`src/rtl/fifo_pkg.sv`:
```
// Shared defaults and elaboration-time helpers for the FIFO family.
package fifo_pkg;

  localparam int unsigned DefDataSize = 8;
  localparam int unsigned DefAddrSize = 4;
  localparam int unsigned DefMemDepth = 16;
  localparam int unsigned DefPtrWidth = DefAddrSize + 1;

  // Ceiling log2, usable in parameter expressions.
  function automatic int unsigned clog2(input int unsigned value);
    int unsigned result;
    result = 0;
    while ((32'd1 << result) < value) begin
      result++;
    end
    return result;
  endfunction

  // Pointers carry one extra wrap bit so full and empty are distinguishable.
  function automatic int unsigned ptr_width(input int unsigned addr_size);
    return addr_size + 1;
  endfunction

endpackage

```
`src/rtl/fifo_ram.sv`:
```
// FIFO storage: synchronous write, asynchronous read, no reset on contents.
module fifo_ram
  import fifo_pkg::*;
#(
  parameter int unsigned DATASIZE  = DefDataSize,
  parameter int unsigned MEM_DEPTH = DefMemDepth,
  parameter int unsigned ADDRSIZE  = clog2(MEM_DEPTH)
) (
  input  logic                i_clk,
  input  logic                i_wr_en,
  input  logic [ADDRSIZE-1:0] i_wr_addr,
  input  logic [DATASIZE-1:0] i_wr_data,
  input  logic [ADDRSIZE-1:0] i_rd_addr,
  output logic [DATASIZE-1:0] o_rd_data
);

  logic [DATASIZE-1:0] r_mem [MEM_DEPTH];

  // Store the accepted write word.
  always_ff @(posedge i_clk) begin
    if (i_wr_en) begin
      r_mem[i_wr_addr] <= i_wr_data;
    end
  end

  // Async read lets FWFT present the head word without an extra stage.
  assign o_rd_data = r_mem[i_rd_addr];

endmodule

```
`src/rtl/fifo_sync_prog.sv`:
```
// Single-clock FIFO with programmable thresholds, flush, sticky errors and
// selectable standard / first-word-fall-through read behaviour.
module fifo_sync_prog
  import fifo_pkg::*;
#(
  parameter int unsigned DATASIZE  = DefDataSize,
  parameter int unsigned ADDRSIZE  = DefAddrSize,
  parameter int unsigned MEM_DEPTH = DefMemDepth,
  parameter int unsigned FWFT      = 0
) (
  input  logic                  i_clk,
  input  logic                  i_rst_n,
  input  logic                  i_wr_en,
  input  logic [DATASIZE-1:0]   i_wr_data,
  input  logic                  i_rd_en,
  output logic [DATASIZE-1:0]   o_rd_data,
  output logic                  o_rd_valid,
  input  logic                  i_flush,
  input  logic [ADDRSIZE:0]     i_afull_thresh,
  input  logic [ADDRSIZE:0]     i_aempty_thresh,
  input  logic                  i_clr_err,
  output logic                  o_full,
  output logic                  o_empty,
  output logic                  o_almost_full,
  output logic                  o_almost_empty,
  output logic [ADDRSIZE:0]     o_count,
  output logic                  o_overflow,
  output logic                  o_underflow
);

  localparam int unsigned PtrW = ptr_width(ADDRSIZE);

  logic [PtrW-1:0]     r_wr_ptr;
  logic [PtrW-1:0]     r_rd_ptr;
  logic                r_overflow;
  logic                r_underflow;
  logic                w_full;
  logic                w_empty;
  logic [PtrW-1:0]     w_count;
  logic                w_wr_acc;
  logic                w_rd_acc;
  logic                w_wr_err;
  logic                w_rd_err;
  logic [DATASIZE-1:0] w_ram_rdata;

  // Status decode from the registered pointers, plus acceptance qualification.
  always_comb begin
    w_empty  = (r_wr_ptr == r_rd_ptr);
    w_full   = (r_wr_ptr[PtrW-1] != r_rd_ptr[PtrW-1]) &&
               (r_wr_ptr[PtrW-2:0] == r_rd_ptr[PtrW-2:0]);
    w_count  = r_wr_ptr - r_rd_ptr;
    // Flush swallows same-cycle requests, including their error side effects.
    w_wr_acc = i_wr_en && !w_full && !i_flush;
    w_rd_acc = i_rd_en && !w_empty && !i_flush;
    w_wr_err = i_wr_en && w_full && !i_flush;
    w_rd_err = i_rd_en && w_empty && !i_flush;
  end

  // Pointer registers; flush returns both to zero.
  always_ff @(posedge i_clk or negedge i_rst_n) begin
    if (!i_rst_n) begin
      r_wr_ptr <= '0;
      r_rd_ptr <= '0;
    end else if (i_flush) begin
      r_wr_ptr <= '0;
      r_rd_ptr <= '0;
    end else begin
      if (w_wr_acc) r_wr_ptr <= r_wr_ptr + PtrW'(1);
      if (w_rd_acc) r_rd_ptr <= r_rd_ptr + PtrW'(1);
    end
  end

  // Sticky error flags; a new error beats a same-cycle clear.
  always_ff @(posedge i_clk or negedge i_rst_n) begin
    if (!i_rst_n) begin
      r_overflow  <= 1'b0;
      r_underflow <= 1'b0;
    end else begin
      if (w_wr_err)       r_overflow  <= 1'b1;
      else if (i_clr_err) r_overflow  <= 1'b0;
      if (w_rd_err)       r_underflow <= 1'b1;
      else if (i_clr_err) r_underflow <= 1'b0;
    end
  end

  fifo_ram #(
    .DATASIZE  (DATASIZE),
    .MEM_DEPTH (MEM_DEPTH),
    .ADDRSIZE  (ADDRSIZE)
  ) u_ram (
    .i_clk     (i_clk),
    .i_wr_en   (w_wr_acc),
    .i_wr_addr (r_wr_ptr[PtrW-2:0]),
    .i_wr_data (i_wr_data),
    .i_rd_addr (r_rd_ptr[PtrW-2:0]),
    .o_rd_data (w_ram_rdata)
  );

  if (FWFT == 0) begin : g_std
    logic [DATASIZE-1:0] r_rd_data;
    logic                r_rd_valid;

    // Registered read: capture the head on an accepted pop, valid for one cycle.
    always_ff @(posedge i_clk or negedge i_rst_n) begin
      if (!i_rst_n) begin
        r_rd_data  <= '0;
        r_rd_valid <= 1'b0;
      end else begin
        r_rd_valid <= w_rd_acc;
        if (w_rd_acc) r_rd_data <= w_ram_rdata;
      end
    end

    assign o_rd_data  = r_rd_data;
    assign o_rd_valid = r_rd_valid;
  end else begin : g_fwft
    // Head word shown directly; masked to zero while empty so reset reads 0.
    assign o_rd_data  = w_empty ? '0 : w_ram_rdata;
    assign o_rd_valid = !w_empty;
  end

  assign o_full         = w_full;
  assign o_empty        = w_empty;
  assign o_count        = w_count;
  assign o_almost_full  = (w_count >= i_afull_thresh);
  assign o_almost_empty = (w_count <= i_aempty_thresh);
  assign o_overflow     = r_overflow;
  assign o_underflow    = r_underflow;

endmodule

```
`config.mk`:
```
export PLATFORM = sky130hd
export DESIGN_NAME = fifo_sync_prog
export DESIGN_NICKNAME = d
export VERILOG_FILES = /design/src/rtl/fifo_pkg.sv /design/src/rtl/fifo_ram.sv /design/src/rtl/fifo_sync_prog.sv
export SDC_FILE = /design/constraint.sdc
export NUM_CORES = 1
export LEC_CHECK = 0
export BUFFER_PORTS_ARGS = -buffer_cell sky130_fd_sc_hd__buf_2
export CAP_MARGIN = 0
export CORE_ASPECT_RATIO = 2
export CORE_MARGIN = 4
export CORE_UTILIZATION = 55
export CTS_BUF_LIST = sky130_fd_sc_hd__clkbuf_8 sky130_fd_sc_hd__clkbuf_16
export CTS_CLUSTER_SIZE = 10
export DETAILED_ROUTE_END_ITERATION = 12
export PLACE_DENSITY = 0.81
export SYNTH_ARGS = -nofsm -noshare
export SYNTH_HDL_FRONTEND = slang
export SYNTH_SLANG_ARGS = --single-unit
```
`constraint.sdc`:
```
create_clock -name i_clk -period 3.4 [get_ports i_clk]
set_clock_uncertainty 0.05 [all_clocks]
set_input_delay 0.17 -clock i_clk [delete_from_list [all_inputs] [get_ports i_clk]]
set_output_delay 0.17 -clock i_clk [all_outputs]
set_load 0.005 [all_outputs]
```
==> results_dict.tcl, run 1 <==
set metrics [dict create \
    status "finished, final reports clean" \
    routed.top_layer "met4" \
    synth-edff-count 128 \
    post_drt_wl_per_cell_um 22.3 \
    worst_slack_ns 0.330 \
    r2r_cells 6 \
    cap_violations 0 \
    cts_inserted_buffers 17 \
    final_util_pct 64.4 \
    rsz0062_at_grt "false" \
    n_antenna_cell 0 \
    p_per_area_nw_per_um2 618 \
    final-setup-viol-count 0 \
    chipHeight_um 159 \
    slew_headroom_pct 54.6 \
    cts_root_buf "clkbuf_16" \
    rr_endpoint "u_ram.r_mem[14][3]" \
    avgSynthCellArea_sq_um 16.2 \
    grt-ovfl-total 0 \
    layout-area-overhead-vs-synth_pct 15.6 \
    critPathLaunch "r_wr_ptr[0]" \
    clk_path_buf_depth 2 \
    cp-end-kind "primary output" \
    start_kind "register" \
    viasPerCell 5.94 \
    hold_path_class "input port to register" \
    cts.clk_slew.worst_paths_ns 0.06 \
    drt_wl_total_mm 13.5 \
    tightest_slew_ns 0.679 \
    drt_iter0_drc 237 \
    synthCells 387 \
    crit_end "o_almost_empty" \
    wl_met3_um 579 \
    internal_power_uw 3370 \
    syn_area_sq_um 6280 \
    slew_violations 0 \
    synth-warning-count 0 \
    clkPwrFrac_pct 38.0 \
    p_seq_share_pct 46.8 \
    die_w_um 83.6 \
    timing.rr.start "r_wr_ptr[2]" \
    routabilityCongestion 0.923 \
    met1Wirelength_mm 4.66 \
    layout-drive-gt1-share_pct 24.1 \
    grt_start_max_net_pins 36 \
    cts_max_level 4 \
    yosys-top-cells-area "edfxtp_1 61%, dfrtp_1 8.4%, mux4_2 5.7%" \
    arrival_ns 2.85 \
    place_ws_ns 0.762 \
    tns_ns 0 \
    worst-path-max-fanout 5 \
    seqCellArea_sq_um 4370 \
    wl_met2_mm 7.27 \
    hold_viol_final 0 \
    synth-seq-area-share_pct 69.5 \
    ys_types 38 \
    worstPathRequired_ns 3.18 \
    multi_input_area_sq_um 1760 \
    p_leak_uw 0.00260 \
    timing.hold.ws_ns 0.0419 \
    coreArea_sq_um 11300 \
    buffer_ports.inserted 43 \
    combPwrFrac_pct 15.2 \
    grt_pass1_wl_mm 20.8 \
    rows 55 \
    grt_util_all_layers_pct 21.4 \
    cts_sinks 149 \
    dr.pass1.iters 5 \
    synth_flop_cell "edfxtp_1" \
    cts-resized-gates 0 \
    ant_nets 0 \
    finalCriticalPeriod_ns 3.07 \
    min_period_over_period_pct 90.3 \
    antenna_found_initial 0 \
    criticalPathCategory "register to primary output" \
    io_pins 44 \
    drc 0 \
    nets 496 \
    synth-seq-cells 149 \
    dieArea_sq_um 13300 \
    fmax_mhz 326 \
    p_sw_uw 1120 \
    fillCellCount 799 \
    synth_nets 431 \
    grt_pass1_vias 3817 \
    yosysTopAreaCell "edfxtp_1" \
    power.share.switching_pct 25.0 \
    synth_async_sr_flop_share_pct 14.1 \
    start_util_pct 55.7 \
    clkLatencyLatePin_ns 0.42 \
    ir_drop_uv 417 \
    cts_tree "built" \
    place_hpwl_mm 9.46 \
    synth.top_cell.area_share_pct 61.2 \
    vias 3608 \
    reg2reg_slack_ns 0.86 \
]
==> how the worst min path moves through the flow <==
| stage | from | to | slack (ns) | cells after the start |
|---|---|---|---|---|
| 3_3_place_gp | i_rst_n | r_rd_ptr[0] | 0.1 | 1 |
| 3_5_place_dp | i_rst_n | r_rd_ptr[0] | 0.11 | 1 |
| 5_1_grt | i_flush | r_wr_ptr[0] | 0.04 | 2 |
| 4_1_cts | i_flush | r_wr_ptr[0] | 0.02 | 2 |
| 6_report | i_flush | r_wr_ptr[0] | 0.04 | 2 |
| 2_1_floorplan | i_rst_n | o_overflow | -0.18 | 0 |
==> kinds of logic after synthesis <==
logic type | count (synthesis) | synth area share (%)
adders and majority gates | 20 | 4.10
DFF | 149 | 69.5
muxes | 49 | 11.0
xor gates and xnor gates | 12 | 1.79
buffers and inverters | 31 | 2.43
AOI/OAI and AO/OA | 50 | 5.44
and+or+nand+nor | 76 | 5.73
==> what timing repair did <==
item	CTS	global route
endpoints found under the hold margin	23	0
hold buffers	2	0
buffers inserted	0	0
==> power by group through the flow <==
stage | registers, uW | logic, uW | clock network (uW)
6_report | 2100 | 682 | 1710
3_5_place_dp | 2140 | 685 | 0
5_1_grt | 2100 | 750 | 1810
3_3_place_gp | 2130 | 662 | 0
4_1_cts | 2100 | 693 | 1740
2_1_floorplan | 2130 | 433 | 0
==> state kept, by name (all words and copies together) (netlist names) <==
name	flops
u_ram.r_mem	128
o_rd_data	8
r_rd_ptr	5
r_wr_ptr	5
o_overflow	1
o_rd_valid	1
o_underflow	1
==> routing by layer <==
metal,vias up,track usage (%)
met5,-,0
met3,42,4.97
met4,0,15.7
met2,138,37.9
li1,1618,-
met1,1810,21.3
==> final cells by class <==
cell class | count | share of cell area [%]
clock buffer | 17 | 5.86
timing repair buffer | 60 | 4.79
inverter | 17 | 0.878
clock inverter | 15 | 1.62
tap | 142 | 2.45
multi-input combinational | 207 | 24.3
sequential | 149 | 60.2
==> layout by cell type (no fill, tap or decap), drive strengths merged, types with 3 or more instances in the layout <==
master / netlist / layout
edfxtp: 128 / 128
buf: 12 / 58
nor2: 46 / 46
mux2i: 33 / 33
inv: 17 / 28
dfrtp: 21 / 21
ha: 19 / 19
o22ai: 17 / 17
clkbuf: 2 / 17
mux4: 16 / 16
nand2: 8 / 8
a22oi: 8 / 8
a31oi: 8 / 8
xnor2: 7 / 7
a21oi: 6 / 6
xor2: 5 / 5
nand4: 4 / 4
nand2b: 4 / 4
nor3: 4 / 4
nand3: 3 / 3
o21a: 3 / 3
or3: 3 / 3
==> critical path: stages (launching register included) <==
cell	delay, ns
dfrtp_1	0.43
inv_1	0.11
ha_1	0.20
inv_1	0.08
fa_1	0.46
ha_1	0.31
nor2b_1	0.13
o21a_1	0.16
o21a_1	0.16
o21a_1	0.16
o22ai_1	0.11
buf_2	0.13
==> per-stage QoR <==
step           instances  total power, uW  area (sq um)
4_1_cts              607             4530          7270
2_1_floorplan        387             2570          6280
3_5_place_dp         573             2820          6700
3_3_place_gp         573             2790          6700
5_1_grt              607             4670          7270
6_report             607             4490          7270
==> cells in the mapped netlist (3+ instances only) <==
master    number
a22oi_1        8
a21oi_1        6
or3_1          3
mux2i_1       33
nor3_1         4
nand2_1        8
inv_1         16
nand2b_1       4
dfrtp_1       21
nand3_1        3
ha_1          19
mux4_2        16
nand4_1        4
xor2_1         4
edfxtp_1     128
o21a_1         3
nor2_1        43
a31oi_1        8
o22ai_1       17
xnor2_1        7
buf_2          8
Note: power is estimated with default switching activity, not from simulation.
==> inputs of run 2 (changes only) <==
--- a/config.mk
+++ b/config.mk
@@ -14,6 +14,8 @@
 export CTS_CLUSTER_SIZE = 10
 export DETAILED_ROUTE_END_ITERATION = 12
 export PLACE_DENSITY = 0.81
+export SLEW_MARGIN = 30
 export SYNTH_ARGS = -nofsm -noshare
 export SYNTH_HDL_FRONTEND = slang
+export SYNTH_HIERARCHICAL = 1
 export SYNTH_SLANG_ARGS = --single-unit
==> run 2 against run 1 <==
Net effect: power grew 4.3%; clock power is 4% higher; worst setup slack lost 0.0011 ns.
==> results_dict.tcl, run 2 <==
set metrics [dict create \
    status "finished, final reports clean" \
    die_w_um 83.9 \
    ys_types 39 \
    slowest_stage "dfrtp_1" \
    yosys-top-cells-area "edfxtp_1 61%, dfrtp_1 8.3%, mux4_2 6.4%" \
    post-synth-top-count-cell "edfxtp_1" \
    yosysTopAreaCell "edfxtp_1" \
    antenna_found_initial 0 \
    hold_viol_final 0 \
    synth_async_sr_flop_share_pct 14.1 \
    p_per_area_nw_per_um2 634 \
    synth-edff-count 128 \
    p_leak_uw 0.00273 \
    clk_path_buf_depth 2 \
    p_total_uw 4680 \
    arrival_ns 2.85 \
    ir_drop_uv 447 \
    cts_max_level 4 \
    synth_flop_cell "edfxtp_1" \
    routabilityCongestion 0.870 \
    drc 0 \
    syn_area_sq_um 6340 \
    seqCellArea_sq_um 4370 \
    crit_chain "inv_1, ha_1, inv_1, fa_1, a21o_1, a21oi_1, xnor2_1, ha_1, a211oi_1, o21ai_0, o211ai_1, buf_2" \
    final-setup-viol-count 0 \
    tightest_slew_ns 0.721 \
    min_period_over_period_pct 90.3 \
    dp_cells 545 \
    synthCells 351 \
    cts_inserted_buffers 17 \
    start_kind "register" \
    regMostFlops "u_ram/r_mem" \
    synth-seq-cells 149 \
    timing.hold.ws_ns 0.0327 \
    fillCellCount 763 \
    post_drt_wl_per_cell_um 22.3 \
    tns_ns 0 \
    vias 3440 \
    synth-seq-area-share_pct 68.9 \
    coreArea_sq_um 11300 \
    hold_path_class "input port to register" \
    most-common-layout-cells "128 x edfxtp_1, 43 x buf_2, 25 x nor2_1, 21 x buf_4, 20 x dfrtp_1" \
    worst-path-max-fanout 10 \
    io_pins 44 \
    yosys-top-cells-count "128 x edfxtp_1, 25 x nor2_1, 21 x dfrtp_1" \
    finalCriticalPeriod_ns 3.07 \
    grt_pass1_vias 3686 \
    fmax_mhz 326 \
    cap_violations 0 \
    crit_buf_inv 3 \
    cts_root_buf "clkbuf_16" \
    cts.clk_slew.worst_paths_ns 0.06 \
    drt_wl_total_mm 12.9 \
    layout-area-overhead-vs-synth_pct 16.4 \
    criticalPathCategory "register to primary output" \
    final_common_cell "edfxtp_1" \
    slew_violations 0 \
    place_hpwl_mm 9.11 \
    grt-ovfl-total 0 \
    final_util_pct 65.4 \
    path_delay_family "adder cells" \
    cp-end-kind "primary output" \
    r2r_cells 9 \
    grt_start_max_net_pins 36 \
    cts_tree "built" \
    buffer_ports.inserted 43 \
    clkLatencyLatePin_ns 0.42 \
    worstPathRequired_ns 3.18 \
    dr.pass1.iters 4 \
    dieArea_sq_um 13400 \
    viasPerCell 5.94 \
    rsz0062_at_grt "false" \
    cts_sinks 149 \
    cts-resized-gates 0 \
    synth_nets 392 \
    multi_input_area_sq_um 1800 \
    slew_headroom_pct 51.9 \
    grt_pass1_wl_mm 20.3 \
    hold_depth 3 \
    rows 55 \
    nets 465 \
    drt_iter0_drc 286 \
    cp_num_cells 12 \
    synth-warning-count 6 \
    largest_reg_flops 128 \
    chipHeight_um 160 \
    n_antenna_cell 0 \
    final_cells 579 \
    start_util_pct 56.2 \
    avgSynthCellArea_sq_um 18.1 \
    grt_util_all_layers_pct 20.7 \
    slowest_delay_ns 0.49 \
    synth.top_cell.area_share_pct 60.6 \
    ant_nets 0 \
    layout-drive-gt1-share_pct 29.1 \
]
run 2: cell types whose count changed after synthesis, sizes merged, moves of 4 or more:
cell    change
mux2i      -31
a22oi       +8
nand3b      +4
o21ai       +5
nor2       -21
o22ai      -17
buf         -4
mux4       +16
a31oi       -8
mux2        +8
run 2: final cells by class:
cell class              instances  share of cell area (%)
clock buffers                  17                    5.76
flip-flops and latches        149                    59.2
clock inverters                15                    1.95
multi-input cells             172                    24.4
repair buffers                 66                    5.32
inverters                      18                   0.915
well taps                     142                    2.41
run 2: repair_timing:
action / 4_1_cts / 5_1_grt
buffers inserted: 0 / 0
endpoints found under the hold margin: 23 / 0
hold buffers: 2 / 0
run 2: where the power goes:
| group | total (uW) | switching (uW) | internal (uW) |
|---|---|---|---|
| combinational | 793 | 385 | 408 |
| clock | 1780 | 759 | 1020 |
| sequential | 2100 | 43.9 | 2060 |
| total | 4680 | 1190 | 3490 |
run 2: metal layers:
metal	GRT usage [%]	wire, um	vias to the layer above
li1	-	-	1544
met1	21.2	4340	1737
met2	37.9	7410	124
met3	5.27	590	35
met4	10.6	590	0
met5	0	0	-
run 2: worst paths after layout:
path | startpoint | to | slack [ns]
worst max-delay path | r_wr_ptr[0] | o_almost_empty | 0.33
min in group asynchronous | i_rst_n | r_rd_ptr[0] | 0.20
max in group asynchronous | i_rst_n | r_rd_ptr[0] | 2.75
worst min-delay path | i_wr_en | o_overflow | 0.03
worst max register to register | r_wr_ptr[0] | u_ram/r_mem[11][3] | 0.36
worst min register to register | o_rd_data[3] | o_rd_data[3] | 0.46
run 2: kinds of logic after synthesis:
group                      Yosys count  synth area share, %
and+or+nand+nor                     62                 4.75
muxes                               42                 14.4
buffers and inverters               30                 2.66
DFF                                149                 68.9
AOI/OAI and AO/OA                   39                 4.04
adders and majority gates           17                 3.47
xor gates and xnor gates            12                 1.78
run 2: through the flow:
stage / worst slack [ns] / instance area (sq um)
2_1_floorplan: 0.388 / 6340
3_3_place_gp: 0.533 / 6790
3_5_place_dp: 0.430 / 6790
6_report: 0.329 / 7380
4_1_cts: 0.315 / 7380
5_1_grt: 0.144 / 7380
run 2: worst reg2reg max path: cells and delay by family (launching register included):
kind | cells | cell delay (ns)
buffers and inverters | 3 | 0.51
AND/OR/NAND/NOR | 4 | 1.09
AO/OA/AOI/OAI | 1 | 0.18
flip-flops | 1 | 0.52
adder cells (fa/ha/maj) | 1 | 0.40
